File: config.mk
export PLATFORM = sky130hd
export DESIGN_NAME = dispatch_inst_buffer
export DESIGN_NICKNAME = d
export VERILOG_FILES = /design/src/rtl/dispatch_inst_buffer_pkg.sv /design/src/rtl/dispatch_inst_buffer_prefix_count.sv /design/src/rtl/dispatch_inst_buffer.sv
export SDC_FILE = /design/constraint.sdc
export NUM_CORES = 2
export LEC_CHECK = 0
export ABC_CLOCK_PERIOD_IN_PS = 9570
export BUFFER_PORTS_ARGS = -buffer_cell sky130_fd_sc_hd__buf_4
export CAP_MARGIN = 0
export CORE_MARGIN = 5
export CORE_UTILIZATION = 60
export CTS_BUF_LIST = sky130_fd_sc_hd__clkbuf_8 sky130_fd_sc_hd__clkbuf_16
export CTS_CLUSTER_SIZE = 28
export DETAILED_ROUTE_END_ITERATION = 10
export GPL_TIMING_DRIVEN = 1
export PLACE_DENSITY_LB_ADDON = 0.15
export RECOVER_POWER = 25
export SLEW_MARGIN = 20
export SYNTH_ARGS = -nofsm -noshare
export SYNTH_HDL_FRONTEND = slang
export SYNTH_SLANG_ARGS = --single-unit
File: constraint.sdc
create_clock -name clk -period 9.57 [get_ports clk]
set_input_delay 0 -clock clk [delete_from_list [all_inputs] [get_ports clk]]
set_output_delay 0 -clock clk [all_outputs]
set_load 0.05 [all_outputs]
File: src/rtl/dispatch_inst_buffer_pkg.sv
// Shared types and default sizing for the instruction buffer between decode and dispatch.
package dispatch_inst_buffer_pkg;

  localparam int EXC_CAUSE_WIDTH = 6;

  localparam int IB_DEPTH     = 8;
  localparam int IB_ENQ_WIDTH = 2;
  localparam int IB_DEQ_WIDTH = 2;

  typedef logic [31:0] bus32_t;

  typedef struct packed {
    bus32_t                                pc;
    bus32_t                                inst;
    logic                                  pre_is_branch;
    logic                                  pre_is_branch_taken;
    bus32_t                                pre_branch_addr;
    logic [5:0]                            is_exception;
    logic [5:0][EXC_CAUSE_WIDTH-1:0]       exception_cause;
  } ib_entry_t;

endpackage

File: src/rtl/dispatch_inst_buffer_prefix_count.sv
// Counts the run of consecutive ones in a mask, starting at bit 0.
module ib_prefix_count #(
  parameter int W  = 2,
  parameter int CW = $clog2(W + 1)
) (
  input  logic [W-1:0]  mask,
  output logic [CW-1:0] cnt
);

  logic run;

  always_comb begin
    cnt = '0;
    run = 1'b1;
    for (int i = 0; i < W; i++) begin
      run = run & mask[i];
      if (run) cnt = CW'(i + 1);
    end
  end

endmodule

File: src/rtl/dispatch_inst_buffer.sv
// Circular instruction buffer: up to ENQ_WIDTH decoded instructions in, up to DEQ_WIDTH out,
// oldest first, with single-issue throttling and a one-cycle flush.
module dispatch_inst_buffer
  import dispatch_inst_buffer_pkg::*;
#(
  parameter int DEPTH     = IB_DEPTH,
  parameter int ENQ_WIDTH = IB_ENQ_WIDTH,
  parameter int DEQ_WIDTH = IB_DEQ_WIDTH,
  parameter int CNT_W     = $clog2(DEPTH) + 1
) (
  input  logic                             clk,
  input  logic                             rst,
  input  logic                             flush,
  input  logic                             single_issue,
  input  logic [ENQ_WIDTH-1:0]             enq_valid,
  input  ib_entry_t [ENQ_WIDTH-1:0]        enq_entry,
  output logic                             enq_ready,
  output logic [DEQ_WIDTH-1:0]             deq_valid,
  output ib_entry_t [DEQ_WIDTH-1:0]        deq_entry,
  input  logic [DEQ_WIDTH-1:0]             deq_ready,
  output logic [CNT_W-1:0]                 count
);

  // Handshake: an enq group is taken only when enq_ready is high, and then only
  // the contiguous valid prefix from lane 0; a dequeue lane retires only when it
  // is part of the contiguous valid&ready prefix from lane 0. flush drops both.

  localparam int PTR_W  = $clog2(DEPTH);
  localparam int ENQ_CW = $clog2(ENQ_WIDTH + 1);
  localparam int DEQ_CW = $clog2(DEQ_WIDTH + 1);

  ib_entry_t          mem [DEPTH];
  logic [PTR_W-1:0]   head_q;
  logic [PTR_W-1:0]   tail_q;
  logic [CNT_W-1:0]   count_q;

  logic [ENQ_CW-1:0]  enq_pfx;
  logic [ENQ_CW-1:0]  n_enq;
  logic [DEQ_CW-1:0]  n_deq;
  logic [DEQ_WIDTH-1:0] deq_fire_mask;

  assign count     = count_q;
  // Conservative: a dequeue in the same cycle does not free space for enqueue.
  assign enq_ready = (CNT_W'(DEPTH) - count_q) >= CNT_W'(ENQ_WIDTH);

  ib_prefix_count #(.W(ENQ_WIDTH), .CW(ENQ_CW)) u_enq_pfx (
    .mask (enq_valid),
    .cnt  (enq_pfx)
  );

  assign n_enq = enq_ready ? enq_pfx : '0;

  always_comb begin
    deq_valid = '0;
    deq_entry = '0;
    for (int i = 0; i < DEQ_WIDTH; i++) begin
      deq_valid[i] = (CNT_W'(i) < count_q) && !(single_issue && (i > 0));
      if (deq_valid[i]) deq_entry[i] = mem[head_q + PTR_W'(i)];
    end
  end

  assign deq_fire_mask = deq_valid & deq_ready;

  ib_prefix_count #(.W(DEQ_WIDTH), .CW(DEQ_CW)) u_deq_pfx (
    .mask (deq_fire_mask),
    .cnt  (n_deq)
  );

  // Payload storage is deliberately not reset; occupancy alone decides visibility.
  always_ff @(posedge clk) begin
    if (!flush) begin
      for (int k = 0; k < ENQ_WIDTH; k++) begin
        if (ENQ_CW'(k) < n_enq) mem[tail_q + PTR_W'(k)] <= enq_entry[k];
      end
    end
  end

  always_ff @(posedge clk or negedge rst) begin
    if (!rst) begin
      head_q  <= '0;
      tail_q  <= '0;
      count_q <= '0;
    end else if (flush) begin
      head_q  <= '0;
      tail_q  <= '0;
      count_q <= '0;
    end else begin
      head_q  <= head_q + PTR_W'(n_deq);
      tail_q  <= tail_q + PTR_W'(n_enq);
      count_q <= count_q + CNT_W'(n_enq) - CNT_W'(n_deq);
    end
  end

  a_occupancy: assert property (@(posedge clk) disable iff (!rst)
    (count_q <= CNT_W'(DEPTH)) && (tail_q == head_q + PTR_W'(count_q)));

endmodule

-- Word level (Yosys, flattened, before mapping)
Memories as Yosys holds them, arrays and structs flattened.
Index checks and enable logic that the tools add are counted.
- RAM bits: 1120
- register bits after elaboration: 10
- memories: 1
- output and inout bits: 287
- input bits: 288
- bits in read-only memories: 0
- latch bits: 0
- multiply operators: 0
- equality and inequality tests: 0
- bitwise logic cells: 3
- divide/modulo/power cells: 0
- add/subtract/negate cells: 7
- order comparisons: 5
- multiplexer cells: 16
- shift operators: 0
- reduce and logical (&&, ||, !) cells: 2
- memory list (memory ; depth ; bits a word ; rd ports ; clocked after Yosys merged registers in ; write ports ; RTL line ; RTL):
    mem ; 8 ; 140 ; 2 ; 0 ; 2 ; dispatch_inst_buffer.sv:32 ; ib_entry_t mem [DEPTH];
- operators by type and width (kind ; count):
    $mux 140 ; 2
    $lt 1x4->1 const A ; 2
    $mux 1 ; 8
    $add 3x1->3 const B ; 2
    $add 3x2->3 ; 2
    $mux 2 ; 3
    $mux 3 ; 2
    $add 4x2->4 ; 1
    $ge 4x2->1 const B ; 1
    $lt 1x2->1 const A ; 2
    $mux 4 ; 1
    $sub 4x2->4 ; 1
    $sub 4x4->4 const A ; 1
    $and 1x1->1 ; 2
    $and 2x2->2 ; 1
    $logic_and 1x1->1 ; 1
    $logic_not 1->1 ; 1

-- Logic depth before layout (Yosys ltp)
- depth in word-level cells: 7
- depth in mapped cells: 14
- gate-level depth less buffers: 13

-- Modules after synthesis
From an unflattened synthesis, not the netlist that was laid out.
- cell total of the unflattened synthesis: 3930
- area total of the unflattened synthesis: 64917.3 sq um
- modules (own cells, without submodules) (module ; cells each ; times used ; area an instance (sq um)):
    dispatch_inst_buffer ; 3924 ; 1 ; 64869.7
    ib_prefix_count ; 3 ; 2 ; 23.8

-- Worst setup path before layout
Ideal clock, no wire load.
- kind: register -> register
- start: reg count_q[1] (netlist: count[1])
- end: mem mem[0][0] (netlist bit), enable pin
- path slack: 1.425 ns
- data arrival time: 7.503 ns
- required time: 8.928 ns
- clock period less this slack: 8.145 ns
- cell stages (with the launch flop): 8
- buffers on the path: 2
- cells stage by stage: dfrtp_1 -> inv_1 -> ha_1 -> a211oi_1 -> and4_1 -> buf_2 -> buf_4 -> nor2_1
- RTL lines (what ; RTL line ; RTL):
    from (decl) ; dispatch_inst_buffer.sv:35 ; logic [CNT_W-1:0] count_q;
    from (signal assigned) ; dispatch_inst_buffer.sv:90 ; count_q <= count_q + CNT_W'(n_enq) - CNT_W'(n_deq);
    to (decl) ; dispatch_inst_buffer.sv:32 ;

==> flow_summary_export.csv <==
group,metric,value,unit
run_status,status,"complete, but fails checks",
run_status,violations,"capacitance limit, slew limit",
power,p_comb_share,48.7,%
final_layout,multiInputGateArea,0.0296,mm²
synthesis,synth_fp_nets,4236,
cts,clockBufferDepth,3,
placement,dp.cells,5656,
critical_path,reg2regPathDepth,7,
die,initial_core_util,60.6,%
sta,rsz0062_at_grt,"false",
die,rows,120,
sta,worst_slew_pin_slew,4340,ps
power,max-vdd-ir-drop,0.272,mV
placement,gp_congestion,0.818,
grt,antenna_found_initial,37,
route,drt-initial-drc-count,4485,
grt,grt_pass1_vias,45187,
final_layout,layout_common_cells,"edfxtp_1 (1120), mux2_2 (1018), buf_4 (618), mux4_2 (560), dlygate4sd3_1 (427)",
critical_path,reg2reg_slack,3230,ps
sta,setup_violations,0,
cts,cts_root_buffer,"clkbuf_16",
route,firstDrtPassIters,5,
synthesis,yosysWarnings,0,
power,clockPowerShare,22.0,%
synthesis,avgSynthCellArea,16.5,µm²
die,io-pin-count,575,
cts,clock_sinks,1130,
final_layout,fin_util,73.1,%
cts,post_cts_buffers,0,
synthesis,ys_seq_area_share,52.1,%
job,cap_viol_max_count,16,
synthesis,synth_area_leaders,"edfxtp_1 (52%), mux4_2 (19%), mux2_2 (18%)",
grt,grt_max_degree,126,
sta,finalMaxSlewViolations,618,
final_layout,seq_area,0.0339,mm²
synthesis,yosys.area.top_type,"edfxtp_1",
critical_path,crit_end,"deq_entry[138]",
route,drcViolationCount,0,
final_layout,instances_no_fill,6341,
final_layout,final_layout_size_suffix_gt1_share,48.7,%
sta,hold_violations,0,
die,fp.dieW,339,µm
route,drtAntennaViolNets,0,
placement,dp_hpwl,105000,µm
sta,setup_tns,0,ps
synthesis,async_flop_share,0.885,%
cts,clk_latency,720,ps
critical_path,r2r_start,"count[1]",
final_layout,synthToLayoutAreaGrowth,20.7,%
cts,path_clk_slew,60,ps
route,via_per_inst,6.77,
route,wl_per_cell,31.0,µm
grt,grt.total_usage,33.9,%
sta,fin_crit_sh,78.4,%
die,core-area,0.107,mm²
power,switchingPower,8650,µW
synthesis,synth.ff_latch_count,1130,
final_layout,fin_nets,5105,
power,p_total,21200,µW
cts,cts_buffers,120,
cts,tritoncts,"done",
power,netSwitchingFraction,40.7,%
synthesis,synthCells,3933,
die,die_area,0.115,mm²
critical_path,start_kind,"flop",
synthesis,syn_area,0.0650,mm²
route,via_count,42931,
power,p_leak,0.0264,µW
cts,htreeDepth,3,
min_path,hold_path_class,"input pin to flop",
critical_path,regToRegEndpoint,"mem[4][51]",
critical_path,worstPathArrival,7500,ps
sta,holdWs,59.3,ps
placement,port_buffers,574,
die,die_h,339,µm
synthesis,synth-edff-count,1120,
sta,max_freq,0.133,GHz
final_layout,fill_cells,6722,
critical_path,crit_start,"count[1]",
sta,finalClockSkew,13.2,ps
critical_path,critical_path_class,"flop to output port",
grt,grt_first_pass_wirelength,294000,µm
grt,grt-ovfl-total,0,
synthesis,synthFlopType,"edfxtp_1",
critical_path,cp-end-kind,"output port",
power,intPower,12600,µW
synthesis,synth_top_area_share,51.7,%
route,wirelength,197000,µm
critical_path,cp.required,9570,ps
critical_path,cp_max_fo,46,
sta,min_period,7500,ps
synthesis,yosysUniqueCellTypes,39,
sta,max-slew-margin-rel,-189,%
power,p_per_area,271,mW/mm²
power,pwr-share-seq,29.3,%
final_layout,layout_commonest_cell,"edfxtp_1",
==> timing repair <==
action | 4_1_cts | 5_1_grt
endpoints found under the hold margin | 1140 | 0
hold buffers | 427 | 0
gates resized for setup | 0 | 0
==> state kept, by name, indices dropped and copies added, names as in the netlist <==
name	cells
mem	1120
count	4
head_q	3
tail_q	3
==> worst max-delay path, cell delays in order (launching register included) <==
cell	delay [ps]
dfrtp_1	450
inv_1	110
ha_1	180
and2_0	2660
clkbuf_1	2460
nor2_1	470
buf_4	390
==> per-layer routing <==
layer / share of wire (%) / GRT usage (%) / vias up
li1: - / - / 17795
met1: 37 / 44.7 / 22303
met2: 50 / 56.4 / 2392
met3: 9.5 / 6.98 / 425
met4: 3.9 / 12.6 / 16
met5: 0.056 / 0 / -
==> final cells by class <==
| class | count | share of cell area (%) |
|---|---|---|
| inverter | 14 | 0.0670 |
| clock buffer | 125 | 3.99 |
| tap | 1403 | 2.24 |
| sequential | 1130 | 43.2 |
| multi-input combinational | 2463 | 37.7 |
| antenna | 37 | 0.118 |
| clock inverter | 96 | 0.968 |
| timing repair buffer | 1073 | 11.7 |
==> through the flow <==
| step | setup slack, ps | area, µm² |
|---|---|---|
| floorplan | 1430 | 65000 |
| global placement | 4890 | 70400 |
| detailed placement | 4810 | 70500 |
| CTS | 4020 | 78600 |
| global route | 1960 | 78400 |
| finish | 2070 | 78500 |
==> synth_stat cells, types with 11 or more instances <==
cell and instances:
a21oi_1 142, buf_1 72, buf_2 84, buf_4 25, clkbuf_1 134, edfxtp_1 1120, ha_1 11, inv_1 13
mux2_1 100, mux2_2 1020, mux2i_1 140, mux4_2 560, nand2_1 282, nor2_1 156
==> cell families (layout without fill, tap and decap cells) <==
family                   after synthesis  after routing  share of synthesized area, %
AO/OA/AOI/OAI                        154            154                          1.24
XOR/XNOR                               9              9                         0.121
adder cells (fa/ha/maj)               15             15                         0.335
buffers and inverters                340           1308                          2.40
flip-flops                          1130           1130                          52.1
multiplexers                        1820           1820                          40.9
other                                  0             37                             0
AND/OR/NAND/NOR                      465            465                          2.86
==> worst min path at each step <==
| stage | from | endpoint | cells past startpoint | slack (ps) |
|---|---|---|---|---|
| 4_1_cts | enq_valid[1] | count[0] | 6 | 20 |
| 5_1_grt | enq_valid[1] | count[0] | 6 | 130 |
| 2_1_floorplan | rst | count[0] | 0 | -300 |
| 6_report | enq_valid[1] | count[0] | 6 | 60 |
| 3_3_place_gp | rst | count[1] | 1 | -160 |
| 3_5_place_dp | rst | count[1] | 1 | -160 |
==> power groups by stage <==
stage | logic (µW) | clock network, µW | registers, µW
after floorplan | 7260 | 0 | 6290
after global placement | 10100 | 0 | 6280
after detailed placement | 10200 | 0 | 6300
after CTS | 10400 | 4700 | 6200
after global routing | 10800 | 4930 | 6260
final | 10300 | 4670 | 6220
Power figures use the tool's default switching activity.
